$ cat src/rtl/mem_stage.sv
`default_nettype none
// ============================================================================
// mem_stage: LoongArch MEM stage. Waits for the load response, aligns it, then
// hands the result to WB. Optional macro: MEM_EARLY_LOAD_FWD_EN. Revision 1.0
// ============================================================================
module mem_stage #(
   parameter int PASS_W   = 128,
   parameter int ERTN_BIT = 0
) (
   input  logic              clk,
   input  logic              reset,
   input  logic              EX_to_MEM_valid,
   input  logic              ex_gr_we,
   input  logic [4:0]        ex_dest,
   input  logic [31:0]       ex_result,
   input  logic [31:0]       ex_pc,
   input  logic              ex_mem_req,
   input  logic [4:0]        ex_load_op,
   input  logic [PASS_W-1:0] ex_pass,
   input  logic              ex_has_ex,
   input  logic              data_sram_data_ok,
   input  logic [31:0]       data_sram_rdata,
   input  logic              WB_allow,
   input  logic              wb_flush,
   output logic              MEM_allow,
   output logic              MEM_to_WB_valid,
   output logic              mem_gr_we,
   output logic [4:0]        mem_dest,
   output logic [31:0]       mem_final_result,
   output logic [31:0]       mem_pc,
   output logic [PASS_W-1:0] mem_pass,
   output logic [4:0]        mem_fwd_dest,
   output logic [31:0]       mem_fwd_value,
   output logic              mem_fwd_busy,
   output logic              mem_ex
);

   typedef enum logic [1:0] {S_IDLE = 2'd0, S_WAIT = 2'd1, S_READY = 2'd2} state_t;

   state_t            state_q, state_d;
   logic              valid_q, valid_d;
   logic              discard_q, discard_d;
   logic [31:0]       rdata_buf_q, rdata_buf_d;
   logic              gr_we_q, gr_we_d;
   logic [4:0]        dest_q, dest_d;
   logic [31:0]       result_q, result_d;
   logic [31:0]       pc_q, pc_d;
   logic [4:0]        load_op_q, load_op_d;
   logic [PASS_W-1:0] pass_q, pass_d;
   logic              has_ex_q, has_ex_d;

   logic mem_go, capture, resp_live, is_load, early_hit;

   function automatic logic [31:0] align_load(input logic [31:0] word,
                                              input logic [1:0]  off,
                                              input logic [4:0]  op);
      logic [31:0] raw;
      raw = word >> {off, 3'b000};
      if (op[0])      return {{24{raw[7]}}, raw[7:0]};
      else if (op[1]) return {24'd0, raw[7:0]};
      else if (op[2]) return {{16{raw[15]}}, raw[15:0]};
      else if (op[3]) return {16'd0, raw[15:0]};
      else            return raw;
   endfunction

   assign mem_go    = (state_q == S_READY);
   assign MEM_allow = !valid_q || (mem_go && WB_allow);
   assign capture   = EX_to_MEM_valid && MEM_allow;
   // A response only belongs to the held load when no discard is pending.
   assign resp_live = (state_q == S_WAIT) && data_sram_data_ok && !discard_q;
   assign is_load   = (load_op_q != 5'd0);

`ifdef MEM_EARLY_LOAD_FWD_EN
   assign early_hit = resp_live;
`else
   assign early_hit = 1'b0;
`endif

   always_comb begin
      state_d     = state_q;
      valid_d     = valid_q;
      discard_d   = discard_q;
      rdata_buf_d = rdata_buf_q;
      gr_we_d     = gr_we_q;
      dest_d      = dest_q;
      result_d    = result_q;
      pc_d        = pc_q;
      load_op_d   = load_op_q;
      pass_d      = pass_q;
      has_ex_d    = has_ex_q;

      if (data_sram_data_ok && discard_q)
         discard_d = 1'b0;

      if (wb_flush) begin
         valid_d = 1'b0;
         state_d = S_IDLE;
         if (state_q == S_WAIT && !resp_live)
            discard_d = 1'b1;
      end else if (capture) begin
         valid_d   = 1'b1;
         state_d   = ex_mem_req ? S_WAIT : S_READY;
         gr_we_d   = ex_gr_we;
         dest_d    = ex_dest;
         result_d  = ex_result;
         pc_d      = ex_pc;
         load_op_d = ex_load_op;
         pass_d    = ex_pass;
         has_ex_d  = ex_has_ex;
      end else if (resp_live) begin
         state_d     = S_READY;
         rdata_buf_d = data_sram_rdata;
      end else if (mem_go && WB_allow) begin
         valid_d = 1'b0;
         state_d = S_IDLE;
      end
   end

   always_ff @(posedge clk) begin
      if (reset) begin
         state_q     <= S_IDLE;
         valid_q     <= 1'b0;
         discard_q   <= 1'b0;
         rdata_buf_q <= '0;
         gr_we_q     <= 1'b0;
         dest_q      <= '0;
         result_q    <= '0;
         pc_q        <= '0;
         load_op_q   <= '0;
         pass_q      <= '0;
         has_ex_q    <= 1'b0;
      end else begin
         state_q     <= state_d;
         valid_q     <= valid_d;
         discard_q   <= discard_d;
         rdata_buf_q <= rdata_buf_d;
         gr_we_q     <= gr_we_d;
         dest_q      <= dest_d;
         result_q    <= result_d;
         pc_q        <= pc_d;
         load_op_q   <= load_op_d;
         pass_q      <= pass_d;
         has_ex_q    <= has_ex_d;
      end
   end

   assign MEM_to_WB_valid  = valid_q && mem_go && !wb_flush;
   assign mem_gr_we        = gr_we_q;
   assign mem_dest         = dest_q;
   assign mem_pc           = pc_q;
   assign mem_pass         = pass_q;
   assign mem_final_result = is_load ? align_load(rdata_buf_q, result_q[1:0], load_op_q)
                                     : result_q;
   assign mem_fwd_dest     = (valid_q && gr_we_q) ? dest_q : 5'd0;
   assign mem_fwd_busy     = valid_q && gr_we_q && is_load && !mem_go && !early_hit;
   assign mem_fwd_value    = early_hit ? align_load(data_sram_rdata, result_q[1:0], load_op_q)
                                       : mem_final_result;
   assign mem_ex           = valid_q && (has_ex_q || pass_q[ERTN_BIT]);

endmodule
`default_nettype wire

$ cat config.mk
export PLATFORM = sky130hd
export DESIGN_NAME = mem_stage
export DESIGN_NICKNAME = d
export VERILOG_FILES = /design/src/rtl/mem_stage.sv
export SDC_FILE = /design/constraint.sdc
export NUM_CORES = 1
export LEC_CHECK = 0
export ABC_AREA = 1
export BUFFER_PORTS_ARGS = -buffer_cell sky130_fd_sc_hd__buf_2
export CAP_MARGIN = 20
export CORE_AREA = 2 2 189 191
export DETAILED_ROUTE_END_ITERATION = 10
export DIE_AREA = 0 0 191 193
export SLEW_MARGIN = 20
export SYNTH_ARGS = -nofsm -noshare
export SYNTH_HDL_FRONTEND = slang
export SYNTH_SLANG_ARGS = --single-unit
export TNS_END_PERCENT = 5
$ cat constraint.sdc
create_clock -name clk -period 3.2 [get_ports clk]
set_input_delay 0.48 -clock clk [delete_from_list [all_inputs] [get_ports clk]]
set_output_delay 0.48 -clock clk [all_outputs]
set_load 0.05 [all_outputs]
==> out/results.md, run 1 <==
| Stage | Result | Value |
| --- | --- | --- |
| timing | Tightest Pin Transition | 916 ps |
| clock network | Clock root buffer | clkbuf_16 |
| worst setup path | Element type at the critical path end | output pin |
| route | Routed wire length | 37.2 mm |
| clock network | Clock insertion delay at the later pin of the skew report | 550 ps |
| power and ir drop | Leakage | 5.97 nW |
| route | Count of unresolved DRC violations after routing | 0 |
| place | Placed instance count | 2,206 |
| place | Sum of net half-perimeters after detailed placement | 26.3 mm |
| grt | Global-route wire length before repair | 55.7 mm |
| cells and area | Sequential standard cell area | 4800 um2 |
| clock network | Number of buffers created by CTS | 28 |
| timing | Hold Fails Final Rpt | 0 |
| synthesis | Sequential element share of the synthesized area | 0.476 |
| floorplanning | Die span in x | 191 um |
| place | Worst slack at placement | 454 ps |
| timing | Setup violations, final | 0 |
| cells and area | Commonest non-fill, non-tap cell in the layout | buf_2 |
| timing | Setup slack after layout | 206 ps |
| worst setup path | Crit path kind | reg2out |
| floorplanning | Die outline height | 193 um |
| clock network | Number of levels the H-tree was split into | 1 |
| cells and area | Area of combinational cells with multiple inputs | 4430 um2 |
| worst setup path | CP arrival | 2510 ps |
| synthesis | Post-Syn Area | 10,100 um2 |
| floorplanning | Die Outline Area | 36,900 um2 |
| timing | Relative slew slack | 0.390 |
| timing | Part of the cycle the worst path needs | 0.935 |
| route | Average wire per standard cell | 16.5 um |
| cells and area | Final standard cell area without fillers | 13,500 um2 |
| clock network | Number of instances resized during post-cts repair | 2 |
| cells and area | Relative area change from synthesis to final layout | 34.2% |
| worst setup path | Crit start category | flip-flop |
| cells and area | Final Core Density | 0.388 |
| floorplanning | Area of the core region | 35,000 um2 |
| grt | Sum of overflow across all layers after global routing | 0 |
| power and ir drop | Pwr Total | 8.25 mW |
| timing | Hold Slack | 190 ps |
| grt | Vias in the first global route | 10,100 |
| floorplanning | Count of pins on the block boundary | 482 |
| power and ir drop | Pwr dens | 609 nW/um2 |
| floorplanning | Starting density of the core | 0.289 |
| synthesis | Number of warnings reported in the yosys synthesis log | 0 |
| worst setup path | Data required, critical path | 2720 ps |
| route | DRT antenna net count | 0 |
| place | Number of port buffers | 481 |
| route | Violation count after the first detailed-routing iteration | 518 |
| route | 1st-pass router iterations | 5 |
| clock network | Max Root-Sink Buffers | 3 |
| grt | Pin count of the biggest net entering global routing | 162 |
| route | Number of vias after detailed routing | 11,000 |
| cells and area | Most frequent cells in the layout | buf_2, nand2_1, a21oi_1 |
| min path | Path category of the worst min-delay check | in2reg |
| cells and area | Count of placed standard cells in the final layout, fillers left out | 2,259 |
| timing | Setup repair after global routing missed its margin | no |
| timing | Shortest period the worst path allows | 2990 ps |
| clock network | Setup bufs post-CTS | 0 |
| run | Max-cap violations | 0 |
| status | Result of the run | complete, no violations |
| place | RD Place Congestion | 0.913 |
| timing | Pins over their slew limit | 0 |
| power and ir drop | Worst supply voltage drop on vdd | 411 uV |
| clock network | CTS Hold Buffers Added | 0 |
| timing | Summed negative setup slack over all endpoints | 0 ps |
| clock network | CTS tree | done |
| synthesis | Post-Synthesis Mean Instance Area | 7.25 um2 |
| grt | Gr usage total | 0.188 |
| timing | Final clock skew | 13.2 ps |
| synthesis | Flop and latch count out of synthesis | 240 |
| route | Detailed-route vias per instance | 4.86 |
| clock network | Reg clk slew, reported paths | 60 ps |
| clock network | Number of clock sinks | 240 |
| place | Cell Area, Placed | 12,600 um2 |
| synthesis | Synthesized Nets | 1,635 |
| synthesis | Number of distinct library cell variants in the gate-level netlist after synthesis | 22 |
| cells and area | Count of filler cells inserted in the layout | 3,783 |
| cells and area | Layout cell share with drive strength beyond 1 | 0.317 |
| floorplanning | Standard-cell row count | 69 |
| cells and area | Final-stage net count | 2,018 |
| worst setup path | Max FO, Critical Path | 39 |
| timing | Highest attainable clock frequency | 0.334 GHz |
| synthesis | Cells after synthesis | 1,392 |
| grt | Antenna violations before repair | 10 |
## cell families (layout without fill, tap and decap cells)
family / after synthesis / in the layout / synth area share
AO/OA/AOI/OAI: 305 / 305 / 0.155
other: 0 / 3 / 0
flip-flops: 240 / 240 / 0.476
buffers and inverters: 190 / 593 / 0.0891
AND/OR/NAND/NOR: 657 / 657 / 0.280
## metal layers
layer / vias to the layer above / share of wire / global-route usage
li1: 5400 / - / -
met1: 5056 / 0.39 / 0.224
met2: 438 / 0.50 / 0.329
met3: 78 / 0.084 / 0.0500
met4: 12 / 0.027 / 0.0620
met5: - / 0.0020 / 0
## final timing paths
kind	startpoint	end	slack, ps	cells past startpoint
max reg2reg	state_q[1]	mem_pass[43]	1330	7
min	ex_pc[10]	mem_pc[10]	190	3
min reg2reg	mem_pass[1]	mem_pass[1]	460	2
max	load_op_q[0]	mem_final_result[0]	210	6
## state kept, by name, summed over array words and instances (netlist names)
| name | count |
|---|---|
| mem_pass | 128 |
| mem_pc | 32 |
| rdata_buf_q | 32 |
| result_q | 32 |
| load_op_q | 5 |
| mem_dest | 5 |
| state_q | 2 |
| discard_q | 1 |
| has_ex_q | 1 |
| mem_gr_we | 1 |
| valid_q | 1 |
## power by group
group          switching [mW]  internal (mW)
registers              0.0674           3.11
logic                    1.47          0.457
clock network            1.29           1.85
## synthesized netlist by cell type
cell	number	share of area
nand3_1	265	0.13
a21oi_4	1	0.0016
clkinv_1	2	0.00074
clkbuf_1	71	0.026
nor2_2	1	0.00062
dfxtp_1	240	0.48
a21oi_2	1	0.00087
buf_2	44	0.022
a31oi_1	7	0.0043
buf_1	1	0.00037
a21oi_1	273	0.14
nor2_1	71	0.026
nand2_1	307	0.11
inv_1	34	0.013
buf_4	35	0.026
o21ai_0	18	0.0089
o211ai_1	5	0.0037
nor3_1	2	0.00099
inv_2	3	0.0011
nand2_2	3	0.0019
or2_2	6	0.0037
nand4_1	2	0.0012
## worst max-delay path, stage by stage, from the launching register on
cell and delay [ps]:
dfxtp_1 470, nor2_4 120, nand4_1 170, buf_4 420, a21oi_1 130, a31oi_1 300
buf_2 340
## cell type report
| class | instances | share of cell area |
|---|---|---|
| antenna | 3 | 0.000554 |
| clock buffer | 39 | 0.0600 |
| clock inverter | 11 | 0.00683 |
| inverter | 39 | 0.0112 |
| multi-input combinational | 962 | 0.327 |
| sequential | 240 | 0.355 |
| tap | 461 | 0.0426 |
| timing repair buffer | 504 | 0.197 |
(Power assumes the default switching activity.)
==> run 2: changes to the inputs <==
--- a/config.mk
+++ b/config.mk
@@ -8,9 +8,13 @@
 export ABC_AREA = 1
 export BUFFER_PORTS_ARGS = -buffer_cell sky130_fd_sc_hd__buf_2
 export CAP_MARGIN = 20
-export CORE_AREA = 2 2 189 191
+export CELL_PAD_IN_SITES_DETAIL_PLACEMENT = 1
+export CELL_PAD_IN_SITES_GLOBAL_PLACEMENT = 1
+export CORE_ASPECT_RATIO = 0.7
+export CORE_MARGIN = 3
+export CORE_UTILIZATION = 34
 export DETAILED_ROUTE_END_ITERATION = 10
-export DIE_AREA = 0 0 191 193
+export PLACE_DENSITY_LB_ADDON = 0.1
 export SLEW_MARGIN = 20
 export SYNTH_ARGS = -nofsm -noshare
 export SYNTH_HDL_FRONTEND = slang
==> out/results.md, run 2 (synthesis results as in run 1) <==
| Stage | Result | Value | Change |
| --- | --- | --- | --- |
| floorplanning | Starting density of the core | 0.347 | +0.0584 |
| timing | Summed negative setup slack over all endpoints | 0 ps | unchanged |
| clock network | Clock insertion delay at the later pin of the skew report | 550 ps | about the same |
| route | 1st-pass router iterations | 4 | -1 |
| clock network | Number of levels the H-tree was split into | 1 | unchanged |
| cells and area | Layout cell share with drive strength beyond 1 | 0.317 | +0.000433 |
| worst setup path | Worst setup slack for register-to-register paths | 1090 ps | -240 ps |
| min path | Path category of the worst min-delay check | in2reg |  |
| route | Routed wire length | 41.8 mm | +12% |
| clock network | Reg clk slew, reported paths | 70 ps | about the same |
| timing | Relative slew slack | 0.261 | -0.128 |
| timing | Pins over their slew limit | 0 | unchanged |
| route | Average wire per standard cell | 19.1 um | +16% |
| timing | Final clock skew | 19.9 ps | +6.64 ps |
| route | Detailed-route vias per instance | 5.09 | +4.6% |
| grt | Pin count of the biggest net entering global routing | 205 | +27% |
| grt | Gr usage total | 0.251 | +0.0621 |
| clock network | CTS tree | done |  |
| floorplanning | Die span in x | 212 um | +11% |
| clock network | CTS Hold Buffers Added | 0 | unchanged |
| status | Result of the run | complete, no violations |  |
| timing | Shortest period the worst path allows | 2960 ps | -30.4 ps |
| worst setup path | Element type at the critical path end | output pin |  |
| worst setup path | Max FO, Critical Path | 24 | -38% |
| worst setup path | Crit start category | flip-flop |  |
| timing | Setup slack after layout | 237 ps | +30.4 ps |
| worst setup path | Crit path kind | reg2out |  |
| power and ir drop | Leakage | 6.02 nW | +0.78% |
| floorplanning | Standard-cell row count | 52 | -25% |
| timing | Setup violations, final | 0 | unchanged |
| timing | Tightest Pin Transition | 1110 ps | +192 ps |
| route | Number of vias after detailed routing | 11,100 | +1.2% |
| place | Number of port buffers | 481 | unchanged |
| cells and area | Relative area change from synthesis to final layout | 33.9% |  |
| cells and area | Final-stage net count | 2,025 | +0.35% |
| place | Worst slack at placement | 808 ps | +354 ps |
| route | Violation count after the first detailed-routing iteration | 662 | +28% |
| route | DRT antenna net count | 0 | unchanged |
| power and ir drop | Pwr dens | 610 nW/um2 | +0.28% |
| power and ir drop | Worst supply voltage drop on vdd | 374 uV | -9.1% |
| cells and area | Commonest non-fill, non-tap cell in the layout | buf_2 |  |
| clock network | Number of buffers created by CTS | 26 | -7.1% |
| timing | Hold Fails Final Rpt | 0 | unchanged |
| route | Count of unresolved DRC violations after routing | 0 | unchanged |
| timing | Setup repair after global routing missed its margin | no |  |
| grt | Vias in the first global route | 10,800 | +6.8% |
| floorplanning | Count of pins on the block boundary | 482 | unchanged |
| worst setup path | Data required, critical path | 2720 ps | about the same |
| cells and area | Most frequent cells in the layout | buf_2, nand2_1, a21oi_1 |  |
| grt | Global-route wire length before repair | 63.1 mm | +13% |
| run | Max-cap violations | 0 | unchanged |
| place | Sum of net half-perimeters after detailed placement | 30.5 mm | +16% |
| clock network | Max Root-Sink Buffers | 3 | unchanged |
| timing | Highest attainable clock frequency | 0.337 GHz | +1.0% |
| floorplanning | Die Outline Area | 31,800 um2 | -14% |
| timing | Part of the cycle the worst path needs | 0.926 | -0.00950 |
| grt | Antenna violations before repair | 18 | +8 |
| grt | Sum of overflow across all layers after global routing | 0 | unchanged |
| worst setup path | CP arrival | 2480 ps | -30 ps |
| clock network | Number of clock sinks | 240 | unchanged |
| floorplanning | Area of the core region | 29,100 um2 | -17% |
| cells and area | Flip-flop count of the largest register after layout | 128 | unchanged |
| clock network | Clock root buffer | clkbuf_16 |  |
| place | RD Place Congestion | 0.840 | -8.0% |
| floorplanning | Die outline height | 150 um | -22% |
| cells and area | Count of filler cells inserted in the layout | 3,735 | -1.3% |
run 2: changes by cell type in the layout (fill, tap and decap cells not counted), sizes merged:
cell,previous run,this run
clkinv,9,10
clkinvlp,2,0
bufinv,1,3
diode,3,7
clkbuf,39,36
buf,504,513
run 2: path summary, 6_finish.rpt:
| kind | start | end | cells past startpoint |
|---|---|---|---|
| worst max-delay path | result_q[1] | mem_final_result[19] | 7 |
| worst min-delay path | ex_pass[43] | mem_pass[43] | 3 |
| worst min register to register | mem_pass[62] | mem_pass[62] | 2 |
| worst max register to register | state_q[1] | mem_pass[7] | 8 |
run 2: report_power, final:
group / switching, mW / internal (mW) / total [mW]
logic: 1.47 / 0.473 / 1.95
clock network: 1.28 / 1.84 / 3.13
registers: 0.0671 / 3.11 / 3.18
total: 2.83 / 5.43 / 8.25
run 2: layout make-up:
cell class / instances / area (um2) / share of cell area
Sequential cell: 240 / 4800 / 0.355
Multi-Input combinational cell: 962 / 4410 / 0.326
Timing Repair Buffer: 513 / 2780 / 0.206
Clock buffer: 36 / 728 / 0.0539
Tap cell: 378 / 473 / 0.0350
Clock inverter: 12 / 156 / 0.0116
Inverter: 39 / 151 / 0.0112
Antenna cell: 7 / 17.5 / 0.00130
run 2: per-stage QoR:
step	util	hold WS (ps)	total power, mW	std cells	area (um2)
floorplan	-	435	4.71	1392	10100
global placement	0.434	448	5.18	2131	12600
detailed placement	0.434	452	5.20	2131	12600
CTS	0.464	169	8.35	2179	13500
global route	0.465	177	8.62	2187	13500
finish	0.465	189	8.25	2187	13500
run 2: critical path: stages (launching register included):
cell     delay [ps]
dfxtp_1         370
buf_4           280
o21ai_0         220
a21oi_1         560
nor2_1          110
nor2_1          130
nor2_1           60
buf_2           210
run 2: metal layers:
layer | share of wire | GRT usage
met1 | 0.43 | 0.322
met4 | 0.023 | 0.0696
met2 | 0.48 | 0.409
met5 | 0.0035 | 0
met3 | 0.072 | 0.0769
run 2: what timing repair did:
item / in CTS / in global routing
endpoints found under the setup margin: 0 / 2
buffers inserted: 0 / 1
resized for setup: 0 / 0
